### config.mk
export PLATFORM = sky130hd
export DESIGN_NAME = vga_sync_monitor
export DESIGN_NICKNAME = d
export VERILOG_FILES = /design/src/rtl/vga_timing_640x480_pkg.sv /design/src/rtl/vga_sync_edge.sv /design/src/rtl/vga_sync_monitor.sv
export SDC_FILE = /design/constraint.sdc
export NUM_CORES = 1
export LEC_CHECK = 0
export BUFFER_PORTS_ARGS = -buffer_cell sky130_fd_sc_hd__buf_4
export CORE_MARGIN = 2
export CORE_UTILIZATION = 25
export CTS_CLUSTER_DIAMETER = 120
export CTS_CLUSTER_SIZE = 25
export DETAILED_ROUTE_END_ITERATION = 7
export GPL_ROUTABILITY_DRIVEN = 0
export PLACE_DENSITY = 0.49
export SETUP_SLACK_MARGIN = 0.2
export SYNTH_ARGS = -nofsm -noshare
export SYNTH_HDL_FRONTEND = slang
export SYNTH_HIERARCHICAL = 1
export SYNTH_SLANG_ARGS = --single-unit
### constraint.sdc
create_clock -name i_clk -period 3.48 [get_ports i_clk]
set_input_delay 0.174 -clock i_clk [delete_from_list [all_inputs] [get_ports i_clk]]
set_output_delay 0.174 -clock i_clk [all_outputs]
set_load 0.02 [all_outputs]
### src/rtl/vga_timing_640x480_pkg.sv
// ============================================================================
// vga_timing_640x480_pkg : shared 640x480@60 timing constants, lock-FSM states
// Rev 1.0
// ============================================================================
`default_nettype none

package vga_timing_640x480_pkg;

  localparam int unsigned VGA_H_SYNC_BP = 144;
  localparam int unsigned VGA_H_ACTIVE  = 640;
  localparam int unsigned VGA_H_TOTAL   = 800;
  localparam int unsigned VGA_V_SYNC_BP = 35;
  localparam int unsigned VGA_V_ACTIVE  = 480;
  localparam int unsigned VGA_V_TOTAL   = 525;

  localparam int unsigned CNT_W = 10;
  localparam logic [CNT_W-1:0] CNT_MAX = '1;

  typedef enum logic [1:0] {
    ST_SEARCH = 2'd0,
    ST_CHECK  = 2'd1,
    ST_LOCKED = 2'd2
  } lock_state_e;

  function automatic logic [CNT_W-1:0] sat_inc(input logic [CNT_W-1:0] v);
    return (v == CNT_MAX) ? v : v + 10'd1;
  endfunction

endpackage

`default_nettype wire

### src/rtl/vga_sync_edge.sv
// ============================================================================
// vga_sync_edge : strobe-qualified history of an active-low sync, fall pulse
// Rev 1.0
// ============================================================================
`default_nettype none

module vga_sync_edge (
  input  logic i_clk,
  input  logic i_rst,
  input  logic i_stb,
  input  logic i_sync,
  output logic o_fall
);

  logic hist_q;
  logic hist_d;

  always_comb begin
    hist_d = hist_q;
    if (i_stb) hist_d = i_sync;
  end

  always_ff @(posedge i_clk) begin
    if (i_rst) hist_q <= 1'b1;
    else       hist_q <= hist_d;
  end

  assign o_fall = i_stb & hist_q & ~i_sync;

endmodule

`default_nettype wire

### src/rtl/vga_sync_monitor.sv
// ============================================================================
// vga_sync_monitor : recovers x/y/active from HS/VS, measures line and frame
//                    lengths and reports lock against the nominal timing
// Rev 1.0
// ============================================================================
`default_nettype none

module vga_sync_monitor
  import vga_timing_640x480_pkg::*;
#(
  parameter int unsigned H_SYNC_BP = VGA_H_SYNC_BP,
  parameter int unsigned H_ACTIVE  = VGA_H_ACTIVE,
  parameter int unsigned H_TOTAL   = VGA_H_TOTAL,
  parameter int unsigned V_SYNC_BP = VGA_V_SYNC_BP,
  parameter int unsigned V_ACTIVE  = VGA_V_ACTIVE,
  parameter int unsigned V_TOTAL   = VGA_V_TOTAL
) (
  input  logic       i_clk,
  input  logic       i_rst,
  input  logic       i_pix_stb,
  input  logic       i_hs,
  input  logic       i_vs,
  output logic [9:0] o_x,
  output logic [8:0] o_y,
  output logic       o_active,
  output logic       o_locked,
  output logic [9:0] o_h_total,
  output logic [9:0] o_v_total,
  output logic       o_err
);

  localparam logic [9:0]  H_START = 10'(H_SYNC_BP);
  localparam logic [9:0]  H_STOP  = 10'(H_SYNC_BP + H_ACTIVE);
  localparam logic [9:0]  V_START = 10'(V_SYNC_BP);
  localparam logic [9:0]  V_STOP  = 10'(V_SYNC_BP + V_ACTIVE);
  localparam logic [10:0] H_LEN   = 11'(H_TOTAL);
  localparam logic [10:0] V_LEN   = 11'(V_TOTAL);

  logic hs_fall;
  logic vs_fall;

  vga_sync_edge u_hs_edge (
    .i_clk  (i_clk),
    .i_rst  (i_rst),
    .i_stb  (i_pix_stb),
    .i_sync (i_hs),
    .o_fall (hs_fall)
  );

  vga_sync_edge u_vs_edge (
    .i_clk  (i_clk),
    .i_rst  (i_rst),
    .i_stb  (i_pix_stb),
    .i_sync (i_vs),
    .o_fall (vs_fall)
  );

  lock_state_e state_q, state_d;
  logic [9:0]  hcnt_q, hcnt_d;
  logic [9:0]  vcnt_q, vcnt_d;
  logic [9:0]  h_total_q, h_total_d;
  logic [9:0]  v_total_q, v_total_d;
  logic [9:0]  x_q, x_d;
  logic [8:0]  y_q, y_d;
  logic        active_q, active_d;
  logic        err_q, err_d;
  logic        bad_q, bad_d;

  // 11-bit lengths so a saturated counter (1023+1) can never alias a good length
  logic [10:0] line_len;
  logic [10:0] frame_len;
  logic        line_bad;
  logic        frame_ok;

  assign line_len  = {1'b0, hcnt_q} + 11'd1;
  assign frame_len = {1'b0, vcnt_q} + 11'd1;
  assign line_bad  = hs_fall && (line_len != H_LEN);
  assign frame_ok  = (frame_len == V_LEN);

  always_comb begin
    state_d   = state_q;
    hcnt_d    = hcnt_q;
    vcnt_d    = vcnt_q;
    h_total_d = h_total_q;
    v_total_d = v_total_q;
    x_d       = x_q;
    y_d       = y_q;
    active_d  = active_q;
    bad_d     = bad_q;
    err_d     = 1'b0;

    if (i_pix_stb) begin
      if (hs_fall) begin
        h_total_d = 10'(line_len);
        hcnt_d    = '0;
        vcnt_d    = sat_inc(vcnt_q);
      end else begin
        hcnt_d    = sat_inc(hcnt_q);
      end

      if (vs_fall) begin
        v_total_d = 10'(frame_len);
        vcnt_d    = '0;
      end

      active_d = (hcnt_d >= H_START) && (hcnt_d < H_STOP) &&
                 (vcnt_d >= V_START) && (vcnt_d < V_STOP);
      x_d = active_d ? (hcnt_d - H_START) : '0;
      y_d = active_d ? 9'(vcnt_d - V_START) : '0;

      case (state_q)
        ST_SEARCH: begin
          if (vs_fall) begin
            state_d = ST_CHECK;
            bad_d   = 1'b0;
          end
        end
        ST_CHECK: begin
          if (line_bad) bad_d = 1'b1;
          if (vs_fall) begin
            if (!bad_q && !line_bad && frame_ok) state_d = ST_LOCKED;
            bad_d = 1'b0;
          end
        end
        ST_LOCKED: begin
          if (line_bad || (vs_fall && !frame_ok) || (hcnt_d == CNT_MAX)) begin
            state_d = ST_SEARCH;
            err_d   = 1'b1;
          end
        end
        default: state_d = ST_SEARCH;
      endcase
    end
  end

  always_ff @(posedge i_clk) begin
    if (i_rst) begin
      state_q   <= ST_SEARCH;
      hcnt_q    <= '0;
      vcnt_q    <= '0;
      h_total_q <= '0;
      v_total_q <= '0;
      x_q       <= '0;
      y_q       <= '0;
      active_q  <= 1'b0;
      err_q     <= 1'b0;
      bad_q     <= 1'b0;
    end else begin
      state_q   <= state_d;
      hcnt_q    <= hcnt_d;
      vcnt_q    <= vcnt_d;
      h_total_q <= h_total_d;
      v_total_q <= v_total_d;
      x_q       <= x_d;
      y_q       <= y_d;
      active_q  <= active_d;
      err_q     <= err_d;
      bad_q     <= bad_d;
    end
  end

  assign o_x       = x_q;
  assign o_y       = y_q;
  assign o_active  = active_q;
  assign o_locked  = (state_q == ST_LOCKED);
  assign o_h_total = h_total_q;
  assign o_v_total = v_total_q;
  assign o_err     = err_q;

endmodule

`default_nettype wire

==> out/results.ini <==
[status]
status = finished, final reports clean

[sta]
timing.hold.ws_ns = 0.0501
rsz0062_at_grt = false
tightest_slew_ns = 0.710
fin_ws_ns = 0.370
post-route-period-util_pct = 89.4
min_period_ns = 3.11
fmax_ghz = 0.322
drv_slew = 0
fin_setup_tns_ns = 0
setup_viol = 0
slew_headroom_pct = 52.4
skew_ns = 0.00626
hold_viol_final = 0

[worst_hold_path]
min_path_type = in -> reg
min_from = i_hs
holdPathStages = 2
whs_endpoint = u_hs_edge/hist_q

[logic_synthesis]
synth_seq_cells = 66
synth_edf_count = 0
yosysTopAreaCellShare_pct = 34.9
postSynthAreaPerCell_um2 = 8.37
synth_nets = 464
async_flop_share_pct = 0
netlist_area_um2 = 3780
synth_area_leaders = dfxtp_1 (35%), nor2_1 (6.4%), mux2i_1 (4.5%)
synthCells = 452
synth_top_flop_cell = dfxtp_1
yosysSeqAreaShare_pct = 34.9
synth.largest_area_cell = dfxtp_1
ys_types = 64
yosysWarningCount = 6

[pwr]
peakVddDrop_mv = 0.239
p_sw_mw = 0.424
intPower_mw = 1.44
pwr-share-clk_pct = 50.9
power_density_nw_per_um2 = 399
swShare_pct = 22.8
cellLeakagePower_nw = 1.77
comb_power_share_pct = 7.1
seq_power_share_pct = 42.0

[cells_and_area]
layout_common_cells = dfxtp_1 (65), nor2_1 (64), buf_4 (64)
final.fill_count = 1536
final_common_cell = dfxtp_1
drive_above_1_share_pct = 19.9
area_growth_pct = 23.3
diodes = 0
final_cells = 676
fin_util_pct = 31.8
final_nets = 499

[die]
rows = 44
start_util_pct = 25.8
fp.dieW_um = 127
dieArea_um2 = 16100
core_um2 = 14600
io_pins = 47
die_h_um = 127

[setup_path]
r2r_cells = 13
start_kind = flip-flop
rr_endpoint = o_x[8]
worstPathMaxFanout = 16
critical_path_class = reg -> reg
cp.required_ns = 3.71
arrival_ns = 3.34
end_kind = flip-flop
rrSetupSlack_ns = 0.37
crit-reg2reg-launch = hcnt_q[1]

[clocking]
cts_buffer_depth = 2
clkSlewWorstSetupHoldPaths_ns = 0.06
cts.sinks = 66
root_buffer = clkbuf_16
htree_levels = 3
cts_made_buffers = 9
clock_latency_ns = 0.34
cts_tree = built

[detailed_routing]
vias = 3506
dr.pass1.iters = 4
drc = 0
ant_nets = 0
avgRoutedWirePerCell_um = 16.3
detail_route.iter0.violations = 259
totalWireLength_mm = 11.0
viasPerCell = 5.19

[placed_design]
hpwl_mm = 8.07
numPortBuffers = 46
pre_cts_slack_ns = 0.188
dp.cells = 659

[grt]
antenna_found_initial = 0
grt_pass1_vias = 3400
grt_usage_pct = 14.1
grt_pass1_wl_mm = 18.0
grt_start_max_net_pins = 48
grt_overflow = 0

[job]
drv_cap = 0

[power groups by stage]
| stage | Sequential (mW) | Clock (mW) | Combinational, mW |
|---|---|---|---|
| 2_1_floorplan | 0.807 | 0 | 0.0764 |
| 3_3_place_gp | 0.798 | 0 | 0.132 |
| 3_5_place_dp | 0.798 | 0 | 0.132 |
| 4_1_cts | 0.782 | 0.974 | 0.133 |
| 5_1_grt | 0.784 | 1.01 | 0.144 |
| 6_report | 0.782 | 0.948 | 0.132 |
[layer usage]
layer	routed length, µm	part of all wire (%)	GRT usage (%)	vias up
met4	247	2.2	5.24	0
met1	4930	45	17.4	1657
met5	0	0	0	-
met2	5360	49	23.4	86
li1	-	-	-	1743
met3	491	4.5	3.89	20
[flip-flops by register name, summed over array words and instances (netlist names)]
signal            cells
o_v_total            10
bad_q                 1
vcnt_q               10
u_vs_edge/hist_q      1
o_err                 1
hcnt_q               10
state_q               2
u_hs_edge/hist_q      1
o_active              1
o_x                  10
o_y                   9
o_h_total            10
[worst max path at each step]
stage          startpoint     end  cells past startpoint
6_report        hcnt_q[1]  o_x[8]                     13
5_1_grt         vcnt_q[1]  o_x[8]                     12
4_1_cts         vcnt_q[0]  o_y[7]                     11
3_5_place_dp    vcnt_q[0]  o_y[7]                     12
3_3_place_gp    vcnt_q[0]  o_y[7]                     12
2_1_floorplan   hcnt_q[1]  o_x[0]                     15
[cells in the mapped netlist (6+ instances only)]
library cell	count
dfxtp_1	66
nor2_1	64
nand2_1	27
clkbuf_1	23
a211oi_1	22
mux2i_1	17
a21oi_1	16
nand3_1	15
a22o_1	14
xnor2_1	13
a31oi_1	12
buf_2	12
o21ai_0	12
inv_1	10
nand4_1	10
nor3_1	8
xor2_1	8
a311oi_1	7
ha_1	7
o31ai_1	6
[worst max-delay path: stages (launching register included)]
cell       delay [ns]
dfxtp_1          0.43
ha_1             0.33
and4_1           0.26
nand3_1          0.11
buf_4            0.23
a21o_1           0.23
ha_1             0.22
nand3b_1         0.09
a2bb2oi_1        0.15
a41o_1           0.18
a221o_1          0.31
nor2_4           0.08
buf_12           0.15
a22o_1           0.22
[area by class of cell]
type	count	area [µm²]	share of cell area [%]
sequential	66	1320	28.4
inverter	10	37.5	0.805
tap	184	230	4.94
clock buffer	16	322	6.90
timing repair buffer	65	500	10.7
multi-input combinational	335	2250	48.3
[cell families after synthesis]
logic type | Yosys count | synth area share [%]
AO/OA/AOI/OAI | 126 | 25.7
buffers and inverters | 51 | 6.06
AND/OR/NAND/NOR | 162 | 20.9
flip-flops | 66 | 34.9
XOR/XNOR | 21 | 4.86
adder cells (fa/ha/maj) | 7 | 2.32
multiplexers | 19 | 5.20
[metrics by stage]
| step | total power [mW] | area (µm²) |
|---|---|---|
| after floorplan | 0.883 | 3780 |
| after global placement | 0.930 | 4300 |
| after detailed placement | 0.930 | 4300 |
| after CTS | 1.89 | 4630 |
| after global routing | 1.94 | 4660 |
| final | 1.86 | 4660 |
[timing repair]
| item | 4_1_cts | 5_1_grt |
|---|---|---|
| setup endpoints to repair | 5 | 17 |
| gates resized for setup | 1 | 3 |
| pin swaps | 0 | 1 |
| hold buffers | 0 | 0 |
| buffers inserted | 0 | 1 |
Note: power is estimated with default switching activity, not from simulation.
